<file path="src/rtl/sd_pkg.sv">
// sd_pkg: shared constants and types for the SPI-mode SD command path.
//   - sd_state_e : command engine state encoding (also exported for debug)
//   - SD_FRAME_W / SD_START_BITS : 48-bit command frame layout
//   - SD_R1_IDLE : value of the R1 register when no response has been taken
//   - sd_frame() : assembles {start bits, index, argument, CRC7, end bit}
package sd_pkg;

    localparam int         SD_FRAME_W    = 48;
    localparam logic [1:0] SD_START_BITS = 2'b01;
    localparam logic [7:0] SD_R1_IDLE    = 8'hFF;

    typedef enum logic [3:0] {
        ST_IDLE     = 4'd0,
        ST_CS_SETUP = 4'd1,
        ST_TX_LO    = 4'd2,
        ST_TX_HI    = 4'd3,
        ST_RX_LO    = 4'd4,
        ST_RX_HI    = 4'd5,
        ST_CS_HOLD  = 4'd6,
        ST_TRAIL_LO = 4'd7,
        ST_TRAIL_HI = 4'd8,
        ST_DONE     = 4'd9
    } sd_state_e;

    function automatic logic [SD_FRAME_W-1:0] sd_frame(
        input logic [5:0]  index,
        input logic [31:0] arg,
        input logic [6:0]  crc
    );
        return {SD_START_BITS, index, arg, crc, 1'b1};
    endfunction

endpackage

</file>
<file path="src/rtl/sd_half_wait.sv">
// sd_half_wait: times one SCLK half-period through the external sd_delay timer.
//   clk, rst      : clock, synchronous active-high reset
//   go            : level, high while the engine wants a half-period timed
//   delay_finish  : timer done flag (sticky on the timer side)
//   delay_start   : timer request
//   done          : one-cycle pulse when the current half-period has elapsed
//
// The timer's finish flag is still high from the previous half when a new
// request is raised, so a half only completes once finish has been seen low
// and then high again. delay_start drops for exactly one cycle after each
// completed half, which lets the timer re-arm before the next request.
module sd_half_wait
    import sd_pkg::*;
(
    input  logic clk,
    input  logic rst,
    input  logic go,
    input  logic delay_finish,
    output logic delay_start,
    output logic done
);

    logic seen_low;

    assign done = delay_start && seen_low && delay_finish;

    always_ff @(posedge clk) begin
        if (rst) begin
            delay_start <= 1'b0;
            seen_low    <= 1'b0;
        end else if (delay_start) begin
            if (done) begin
                delay_start <= 1'b0;
                seen_low    <= 1'b0;
            end else if (!delay_finish) begin
                seen_low <= 1'b1;
            end
        end else if (go) begin
            delay_start <= 1'b1;
            seen_low    <= 1'b0;
        end
    end

endmodule

</file>
<file path="src/rtl/sd_cmd_sender.sv">
// sd_cmd_sender: SPI-mode (mode 0) SD command engine. Frames a 48-bit command,
// shifts it out on MOSI, polls MISO for the R1 byte, then releases the card
// with 8 trailing clocks.
//   clk, rst                     : clock, synchronous active-high reset
//   start / finish               : level request accepted in IDLE; finish is
//                                  sticky from completion until the next
//                                  accepted start
//   cmd_index, cmd_arg, cmd_crc  : command fields, sampled at accept
//   resp, timeout                : R1 byte and poll timeout, valid with finish
//   sd_cs_n, sd_sclk, sd_mosi    : SPI outputs to the card
//   sd_miso                      : SPI input from the card
//   delay_start, delay_times,
//   delay_finish                 : half-period timer handshake (sd_delay)
//   fsm_state                    : current engine state, for observation
//
// Handshake: the caller holds start high to request a command; it is taken
// only in IDLE. finish rises when the command is over and stays high until
// start is accepted again. A start drop mid-command has no effect; while
// start stays high in DONE no new command begins.
module sd_cmd_sender
    import sd_pkg::*;
#(
    parameter int DELAY_W    = 4,
    parameter int HALF_TIMES = 4,
    parameter int RESP_POLL  = 8
) (
    input  logic               clk,
    input  logic               rst,
    input  logic               start,
    output logic               finish,
    input  logic [5:0]         cmd_index,
    input  logic [31:0]        cmd_arg,
    input  logic [6:0]         cmd_crc,
    output logic [7:0]         resp,
    output logic               timeout,
    output logic               sd_cs_n,
    output logic               sd_sclk,
    output logic               sd_mosi,
    input  logic               sd_miso,
    output logic               delay_start,
    output logic [DELAY_W-1:0] delay_times,
    input  logic               delay_finish,
    output sd_state_e          fsm_state
);

    sd_state_e             state;
    sd_state_e             state_next;
    logic [SD_FRAME_W-1:0] frame;
    logic [5:0]            bit_cnt;
    logic [2:0]            rx_bits;
    logic [7:0]            rx_byte;
    logic                  rx_taken;
    logic [7:0]            byte_cnt;
    logic [2:0]            trail_cnt;
    logic                  go;
    logic                  half_done;
    logic                  last_tx_bit;
    logic                  last_poll;

    assign delay_times = DELAY_W'(HALF_TIMES);
    assign fsm_state   = state;
    assign last_tx_bit = (bit_cnt == 6'(SD_FRAME_W - 1));
    assign last_poll   = (byte_cnt == 8'(RESP_POLL - 1));

    sd_half_wait u_half_wait (
        .clk          (clk),
        .rst          (rst),
        .go           (go),
        .delay_finish (delay_finish),
        .delay_start  (delay_start),
        .done         (half_done)
    );

    always_ff @(posedge clk) begin
        if (rst) begin
            state <= ST_IDLE;
        end else begin
            state <= state_next;
        end
    end

    // Pins are a pure decode of the state register and the frame MSB, so
    // MOSI only moves on the same edge that drops SCLK.
    always_comb begin
        state_next = state;
        go         = 1'b0;
        sd_cs_n    = 1'b1;
        sd_sclk    = 1'b0;
        sd_mosi    = 1'b1;
        case (state)
            ST_IDLE: begin
                if (start) state_next = ST_CS_SETUP;
            end
            ST_CS_SETUP: begin
                sd_cs_n = 1'b0;
                go      = 1'b1;
                if (half_done) state_next = ST_TX_LO;
            end
            ST_TX_LO: begin
                sd_cs_n = 1'b0;
                sd_mosi = frame[SD_FRAME_W-1];
                go      = 1'b1;
                if (half_done) state_next = ST_TX_HI;
            end
            ST_TX_HI: begin
                sd_cs_n = 1'b0;
                sd_sclk = 1'b1;
                sd_mosi = frame[SD_FRAME_W-1];
                go      = 1'b1;
                if (half_done) state_next = last_tx_bit ? ST_RX_LO : ST_TX_LO;
            end
            ST_RX_LO: begin
                sd_cs_n = 1'b0;
                go      = 1'b1;
                if (half_done) state_next = ST_RX_HI;
            end
            ST_RX_HI: begin
                sd_cs_n = 1'b0;
                sd_sclk = 1'b1;
                go      = 1'b1;
                if (half_done) begin
                    if (rx_bits == 3'd7 && (!rx_byte[7] || last_poll)) begin
                        state_next = ST_CS_HOLD;
                    end else begin
                        state_next = ST_RX_LO;
                    end
                end
            end
            ST_CS_HOLD: begin
                sd_cs_n = 1'b0;
                go      = 1'b1;
                if (half_done) state_next = ST_TRAIL_LO;
            end
            ST_TRAIL_LO: begin
                go = 1'b1;
                if (half_done) state_next = ST_TRAIL_HI;
            end
            ST_TRAIL_HI: begin
                sd_sclk = 1'b1;
                go      = 1'b1;
                if (half_done) state_next = (trail_cnt == 3'd7) ? ST_DONE : ST_TRAIL_LO;
            end
            ST_DONE: begin
                if (!start) state_next = ST_IDLE;
            end
            default: state_next = ST_IDLE;
        endcase
    end

    always_ff @(posedge clk) begin
        if (rst) begin
            frame     <= '0;
            bit_cnt   <= '0;
            rx_bits   <= '0;
            rx_byte   <= SD_R1_IDLE;
            rx_taken  <= 1'b0;
            byte_cnt  <= '0;
            trail_cnt <= '0;
            finish    <= 1'b0;
            resp      <= SD_R1_IDLE;
            timeout   <= 1'b0;
        end else begin
            case (state)
                ST_IDLE: begin
                    if (start) begin
                        frame     <= sd_frame(cmd_index, cmd_arg, cmd_crc);
                        bit_cnt   <= '0;
                        rx_bits   <= '0;
                        byte_cnt  <= '0;
                        trail_cnt <= '0;
                        finish    <= 1'b0;
                        timeout   <= 1'b0;
                        resp      <= SD_R1_IDLE;
                    end
                end
                ST_TX_HI: begin
                    if (half_done) begin
                        frame   <= {frame[SD_FRAME_W-2:0], 1'b1};
                        bit_cnt <= bit_cnt + 6'd1;
                    end
                end
                ST_RX_LO: begin
                    rx_taken <= 1'b0;
                end
                ST_RX_HI: begin
                    // MISO is taken once, in the first cycle SCLK is high.
                    if (!rx_taken) begin
                        rx_byte  <= {rx_byte[6:0], sd_miso};
                        rx_taken <= 1'b1;
                    end
                    if (half_done) begin
                        rx_bits <= rx_bits + 3'd1;
                        if (rx_bits == 3'd7) begin
                            if (!rx_byte[7]) begin
                                resp <= rx_byte;
                            end else if (last_poll) begin
                                resp    <= SD_R1_IDLE;
                                timeout <= 1'b1;
                            end else begin
                                byte_cnt <= byte_cnt + 8'd1;
                            end
                        end
                    end
                end
                ST_TRAIL_HI: begin
                    if (half_done) begin
                        trail_cnt <= trail_cnt + 3'd1;
                        if (trail_cnt == 3'd7) finish <= 1'b1;
                    end
                end
                default: ;
            endcase
        end
    end

endmodule

</file>
<file path="config.mk">
export PLATFORM = sky130hd
export DESIGN_NAME = sd_cmd_sender
export DESIGN_NICKNAME = d
export VERILOG_FILES = /design/src/rtl/sd_pkg.sv /design/src/rtl/sd_half_wait.sv /design/src/rtl/sd_cmd_sender.sv
export SDC_FILE = /design/constraint.sdc
export NUM_CORES = 1
export LEC_CHECK = 0
export CAP_MARGIN = 30
export CELL_PAD_IN_SITES_DETAIL_PLACEMENT = 0
export CELL_PAD_IN_SITES_GLOBAL_PLACEMENT = 2
export CORE_MARGIN = 4
export CORE_UTILIZATION = 35
export CTS_CLUSTER_DIAMETER = 60
export DETAILED_ROUTE_END_ITERATION = 8
export PLACE_DENSITY_LB_ADDON = 0.1
export RECOVER_POWER = 50
export SLEW_MARGIN = 20
export SYNTH_ARGS = -nofsm -noshare
export SYNTH_HDL_FRONTEND = slang
export SYNTH_SLANG_ARGS = --single-unit
</file>
<file path="constraint.sdc">
create_clock -name clk -period 3.38 [get_ports clk]
set_clock_uncertainty 0.2 [all_clocks]
set_input_delay 0.338 -clock clk [delete_from_list [all_inputs] [get_ports clk]]
set_output_delay 0.338 -clock clk [all_outputs]
set_load 0.02 [all_outputs]
</file>
# ---- After elaboration in Yosys (flattened, before gate mapping)
# Cells that the tools add are included.
dict set report word_totals {
  elab_cells 131
  ff_bits 93
  output_inout_bits 22
  input_bits 50
}
dict set report op_classes {
  n_reduce_logical 25
  mux 58
  eq_ne 30
  bitwise_logic 1
  n_addsub 4
}
# operator n
set op_table {}
lappend op_table {{2-to-1 mux 48 bit} 2}
lappend op_table {{one-hot mux 48 bit (2 select lines)} 1}
lappend op_table {{2-to-1 mux 8 bit} 10}
lappend op_table {{2-to-1 mux 4 bit} 11}
lappend op_table {{one-hot mux 4 bit (10 select lines)} 1}
lappend op_table {{one-hot mux 8 bit (2 select lines)} 2}
lappend op_table {{inequality test 2 bit, second input constant} 15}
lappend op_table {{2-to-1 mux 1 bit} 18}
lappend op_table {{== test 4 x 3 -> 1 bit, second input constant} 4}
lappend op_table {{2-to-1 mux 3 bit} 4}
lappend op_table {{2-to-1 mux 6 bit} 2}
lappend op_table {{one-hot mux 3 bit (2 select lines)} 2}
lappend op_table {{one-hot mux 6 bit (2 select lines)} 1}
lappend op_table {{AND reduction 6 bit} 2}
lappend op_table {{AND reduction 10 bit} 1}
lappend op_table {{nonzero test 2 bit} 5}
lappend op_table {{AND reduction 3 bit} 3}
lappend op_table {{adder 8 x 1 -> 8 bit, second input constant} 1}
lappend op_table {{== test 4 x 2 -> 1 bit, second input constant} 2}
lappend op_table {{== test 4 bit, second input constant} 2}
lappend op_table {{== test 8 x 3 -> 1 bit, second input constant} 1}
lappend op_table {{OR reduction 8 bit} 1}
lappend op_table {{adder 3 x 1 -> 3 bit, second input constant} 2}
lappend op_table {{adder 6 x 1 -> 6 bit, second input constant} 1}
lappend op_table {{other kinds (17)} 24}

# ---- Longest topological paths before layout
dict set report depth {
  ltp_word 6
  ltp_mapped 8
  depth_no_buf 6
}

# ---- By module
# From an unflattened synthesis, not the netlist that was laid out.
dict set report hier_totals {
  hier_cells 492
  area_unflattened_um2 4484.3
}
# mod seq_area_each_um2 cells_per_inst area_each_um2 instances
set modules_own_cells {}
lappend modules_own_cells {sd_cmd_sender 1821.7 484 4406.7 1}
lappend modules_own_cells {sd_half_wait 40.0 8 77.6 1}

# ---- Least setup slack after synthesis
# Ideal clock, no wire load.
dict set report synth_path {
  kind {flip-flop to flip-flop}
  from {register state[0] (netlist: fsm_state[0])}
  to {register resp[3]}
  required_time_ns 3.057
  t_arrival_ns 1.783
  synth_period_minus_slack_ns 2.106
  stages_incl_launch_ff 8
  setup_ns 0.123
  path_slack_ns 1.274
  n_path_buf 3
  path_cell_list {dfxtp_1 buf_2 and4bb_1 buf_6 a32oi_4 buf_2 or2_2 o32a_2}
}
dict set report synth_via {
  elab_chain_len 3
  elab_cells_between_ends 9
  classes_between {5 x eq/ne; 1 x mux; 3 x reduce/logical}
}
# element line
set synth_lines {}
lappend synth_lines {{start, declared} sd_cmd_sender.sv:46} ;# sd_state_e state;
lappend synth_lines {{start signal, assigned} sd_cmd_sender.sv:78} ;# state <= state_next;
lappend synth_lines {{== test 4 x 3 -> 1 bit / zero test 4 bit (equally long branches)} sd_cmd_sender.sv:163} ;# case (state)
lappend synth_lines {{inequality test 3 bit (no source line) (tied with other cells)} n/a}
lappend synth_lines {{AND reduction 5 bit (no source line)} n/a}
lappend synth_lines {{end signal, assigned} sd_cmd_sender.sv:195} ;# resp <= rx_byte;
lappend synth_lines {{end, declared} sd_cmd_sender.sv:34} ;# output logic [7:0] resp,
# Several ways; a longest one is shown, not always the timed one.
# A chain may end at the register's enable or synchronous reset.

# ---- Final worst setup path
dict set report layout_path {
  from {register state[1] (netlist: fsm_state[1])}
  to {output sd_sclk}
}
dict set report layout_via {
  elab_chain_len 3
  elab_cells_between_ends 5
  classes_between {3 x eq/ne; 1 x mux; 1 x reduce/logical}
}
# element line
set layout_lines {}
lappend layout_lines {{== test 4 bit (tied with other cells)} sd_cmd_sender.sv:90} ;# case (state)
lappend layout_lines {{OR reduction 3 bit (no source line) (*)} n/a}
lappend layout_lines {{2-to-1 mux 1 bit (*)} sd_cmd_sender.sv:90}
lappend layout_lines {{end, declared} sd_cmd_sender.sv:37} ;# output logic sd_sclk,
# Every way passes the cells marked *; elsewhere a longest branch is shown, timed or not.

==> results.toml <==
[synth]
ys_types = 55
ys_seq_area_share_pct = 41.7
postSynthAreaPerCell_um2 = 9.24
synth.top_cell.area_share_pct = 41.7
postSynth.asyncResetShare_pct = 0
syn_area_mm2 = 0.00446
number_of_flops_mapped_to_enable_cells_by_yosys = 0
ys_top_cells_by_count = "dfxtp_1 (93), nor2_1 (85), mux2i_1 (51), a211oi_1 (49), nand2_1 (25)"
postSynthCellCount = 483
yosysTopAreaCell = "dfxtp_1"
postSynthRegisterBits = 93
yosys.cell_count.top_type = "dfxtp_1"
postSynth.topFlopCell = "dfxtp_1"
yosys-top-cells-area = "dfxtp_1 (42%), mux2i_1 (11%), a211oi_1 (8.2%), nor2_1 (7.1%), xnor2_1 (2.6%)"
synth.yosys.warnings = 0

[critical_path]
cp_num_buf_inv = 1
setup.reg_to_reg.worst_slack_ns = 0.75
max_stage_delay_ns = 0.74
critPathRequiredTime_ns = 2.84
critPathLaunchType = "flop"
critPathArrivalTime_ns = 2.30
timing.critical_path.to_type = "output port"
worstPathMaxFanout = 15
cpMaxStageDelayCell = "or4b_2"
cell_breakdown_of_the_critical_path = "or4b_2 -> o21ai_0 -> clkdlybuf4s50_1"
critical_path_class = "reg2out"
critPathTopFamily = "simple AND/OR/NAND/NOR gates"

[cells_and_area]
fin_util_pct = 44.6
design.final.nets = 583
multi_input_combinational_cell_area_mm2 = 0.00235
fillerInstances = 1241
layout.area.seq_mm2 = 0.00186
area_growth_syn_to_layout_pct = 22.6
antennaDiodeCount = 0
post_route_cells_drive_above_1_share_pct = 8.08

[clock_tree]
cts_inserted_buffers = 9
clk_pin_slew_ns = 0.07
ctsResizeCount = 0
cts_root_buffer = "clkbuf_16"
clock_sinks = 93
ctsLongestPathBuffers = 2
post_cts_buffers = 0
clock_latency_on_the_worst_skew_pair_ns = 0.34
number_of_levels_the_h_tree_was_split_into = 3
cts_hold_buf = 0
cts_tree = "built"

[run_status]
status = "finished, final reports clean"

[global_routing]
grt-busiest-layer = "met2"
grt_overflow = 0
antenna_found_initial = 0
use_met1_pct = 17.5
pin_count_of_the_biggest_net_entering_global_routing = 92
grt_pass1_vias = 3373
gr-usage-met3_pct = 3.68
gr-usage-met2_pct = 20.9
globalRouteTotalUtil_pct = 13.5
global_route_wire_length_before_repair_um = 16000

[place]
place.gp.congestion = 0.737
buffer_ports.inserted = 67
dp_hpwl_um = 6410
detailedPlace.worstSlack_ns = 0.535

[routing]
postRouteWirelength_um = 9500
first_pass_iters = 4
drc_violations = 0
drt-wirelength-per-cell_um = 13.6
dr_total_vias = 3462
drt_iter0_markers = 175
antenna_left = 0
vias_per_cell = 4.95

[floorplan]
core.rowCount = 40
die_h_um = 121
coreArea_mm2 = 0.0123
die_x_um = 121
design.die.area_mm2 = 0.0146
initial_utilization_pct = 36.4
num_io_pins = 72

[run]
max_capacitance_violation_count = 0

[timing]
slew_viol_final = 0
setup_slack_ns = 0.541
worst-slew-pin-transition_ns = 0.638
final-hold-violation-count = 0
period_share_pct = 84.0
max_freq_mhz = 352
layout_min_cycle_time_ns = 2.84
relSlewSlack_pct = 57.5
final-setup-viol-count = 0
rsz0062_at_grt = "no"
setup_total_negative_slack_ns = 0

[power]
static-leakage-power_nw = 1.87
peakVddDrop_mv = 0.235
power-per-cell-area_mw_per_mm2 = 477

[worst_hold_path]
hold_crit_class = "in2reg"
[power by group]
part | total (W) | internal (W) | switching (W)
combinational | 0.000320 | 0.000154 | 0.000165
clock | 0.00108 | 0.000649 | 0.000435
sequential | 0.00120 | 0.00116 | 0.0000423
total | 0.00261 | 0.00197 | 0.000643
[area by class of cell]
cell class              instances  area share [%]
multi-input cells             348            42.9
flip-flops and latches         93            34.0
repair buffers                 72            13.2
clock buffers                  10            4.18
well taps                     168            3.84
clock inverters                 6            1.58
inverters                       3           0.206
[path summary, 6_finish.rpt]
kind                                     startpoint                                end  depth (start not counted)
setup / recovery          fsm_state[1]$_SDFFE_PP0P_                            sd_sclk                          3
hold / removal                                  rst              rx_taken$_SDFFE_PP0P_                          2
setup reg to reg          fsm_state[2]$_SDFFE_PP0P_               resp[4]$_SDFFE_PP1P_                          4
hold reg to reg   u_half_wait.seen_low$_SDFFE_PP0P_  u_half_wait.seen_low$_SDFFE_PP0P_                          2
[registers in the layout, summed over array words and instances, names as in the netlist, 3 cells and up]
signal     cells
resp           8
frame         48
bit_cnt        6
rx_bits        3
fsm_state      4
byte_cnt       8
trail_cnt      3
rx_byte        8
[stage by stage]
stage / hold slack [ns] / cell area (um^2) / instances / power (W)
3_3_place_gp: 0.249 / 5170 / 684 / 0.00155
2_1_floorplan: 0.240 / 4470 / 485 / 0.00145
6_report: 0.206 / 5470 / 700 / 0.00261
5_1_grt: 0.222 / 5470 / 700 / 0.00274
3_5_place_dp: 0.263 / 5170 / 684 / 0.00156
4_1_cts: 0.211 / 5480 / 700 / 0.00266
[placed cells by master (no fill, tap or decap), types with 10 or more instances in the layout]
cell / n
mux2i_1: 51
a211oi_1: 49
a21oi_1: 10
dlygate4sd3_1: 18
dfxtp_1: 93
clkdlybuf4s50_1: 48
nor2_1: 86
nor3_1: 12
nand3_1: 14
xnor2_1: 13
nand2_1: 25
[per-layer routing]
metal  routed length (um)  share of wire, %
met1                 4570                48
met2                 4350                46
met3                  400               4.2
met4                  180               1.9
met5                    0                 0
[worst register-to-register path: cells and delay by family, from the launching register on]
kind	cells	cell delay, ns
AOI/OAI and AO/OA	2	0.62
and+or+nand+nor	1	0.64
buffers and inverters	1	0.37
DFF	1	0.68
[logic make-up (layout without fill, tap and decap cells)]
| group | count (synthesis) | count (layout) | share of synthesized area, % |
|---|---|---|---|
| compound gates | 91 | 91 | 16.5 |
| simple gates | 182 | 182 | 19.9 |
| flops | 93 | 93 | 41.7 |
| other cells | 2 | 4 | 0.168 |
| mux | 52 | 52 | 11.7 |
| fa+ha+maj | 6 | 6 | 1.68 |
| xor+xnor | 13 | 13 | 2.55 |
| buf+inv | 44 | 91 | 5.77 |
No activity file was read; power rests on OpenSTA's default activity.
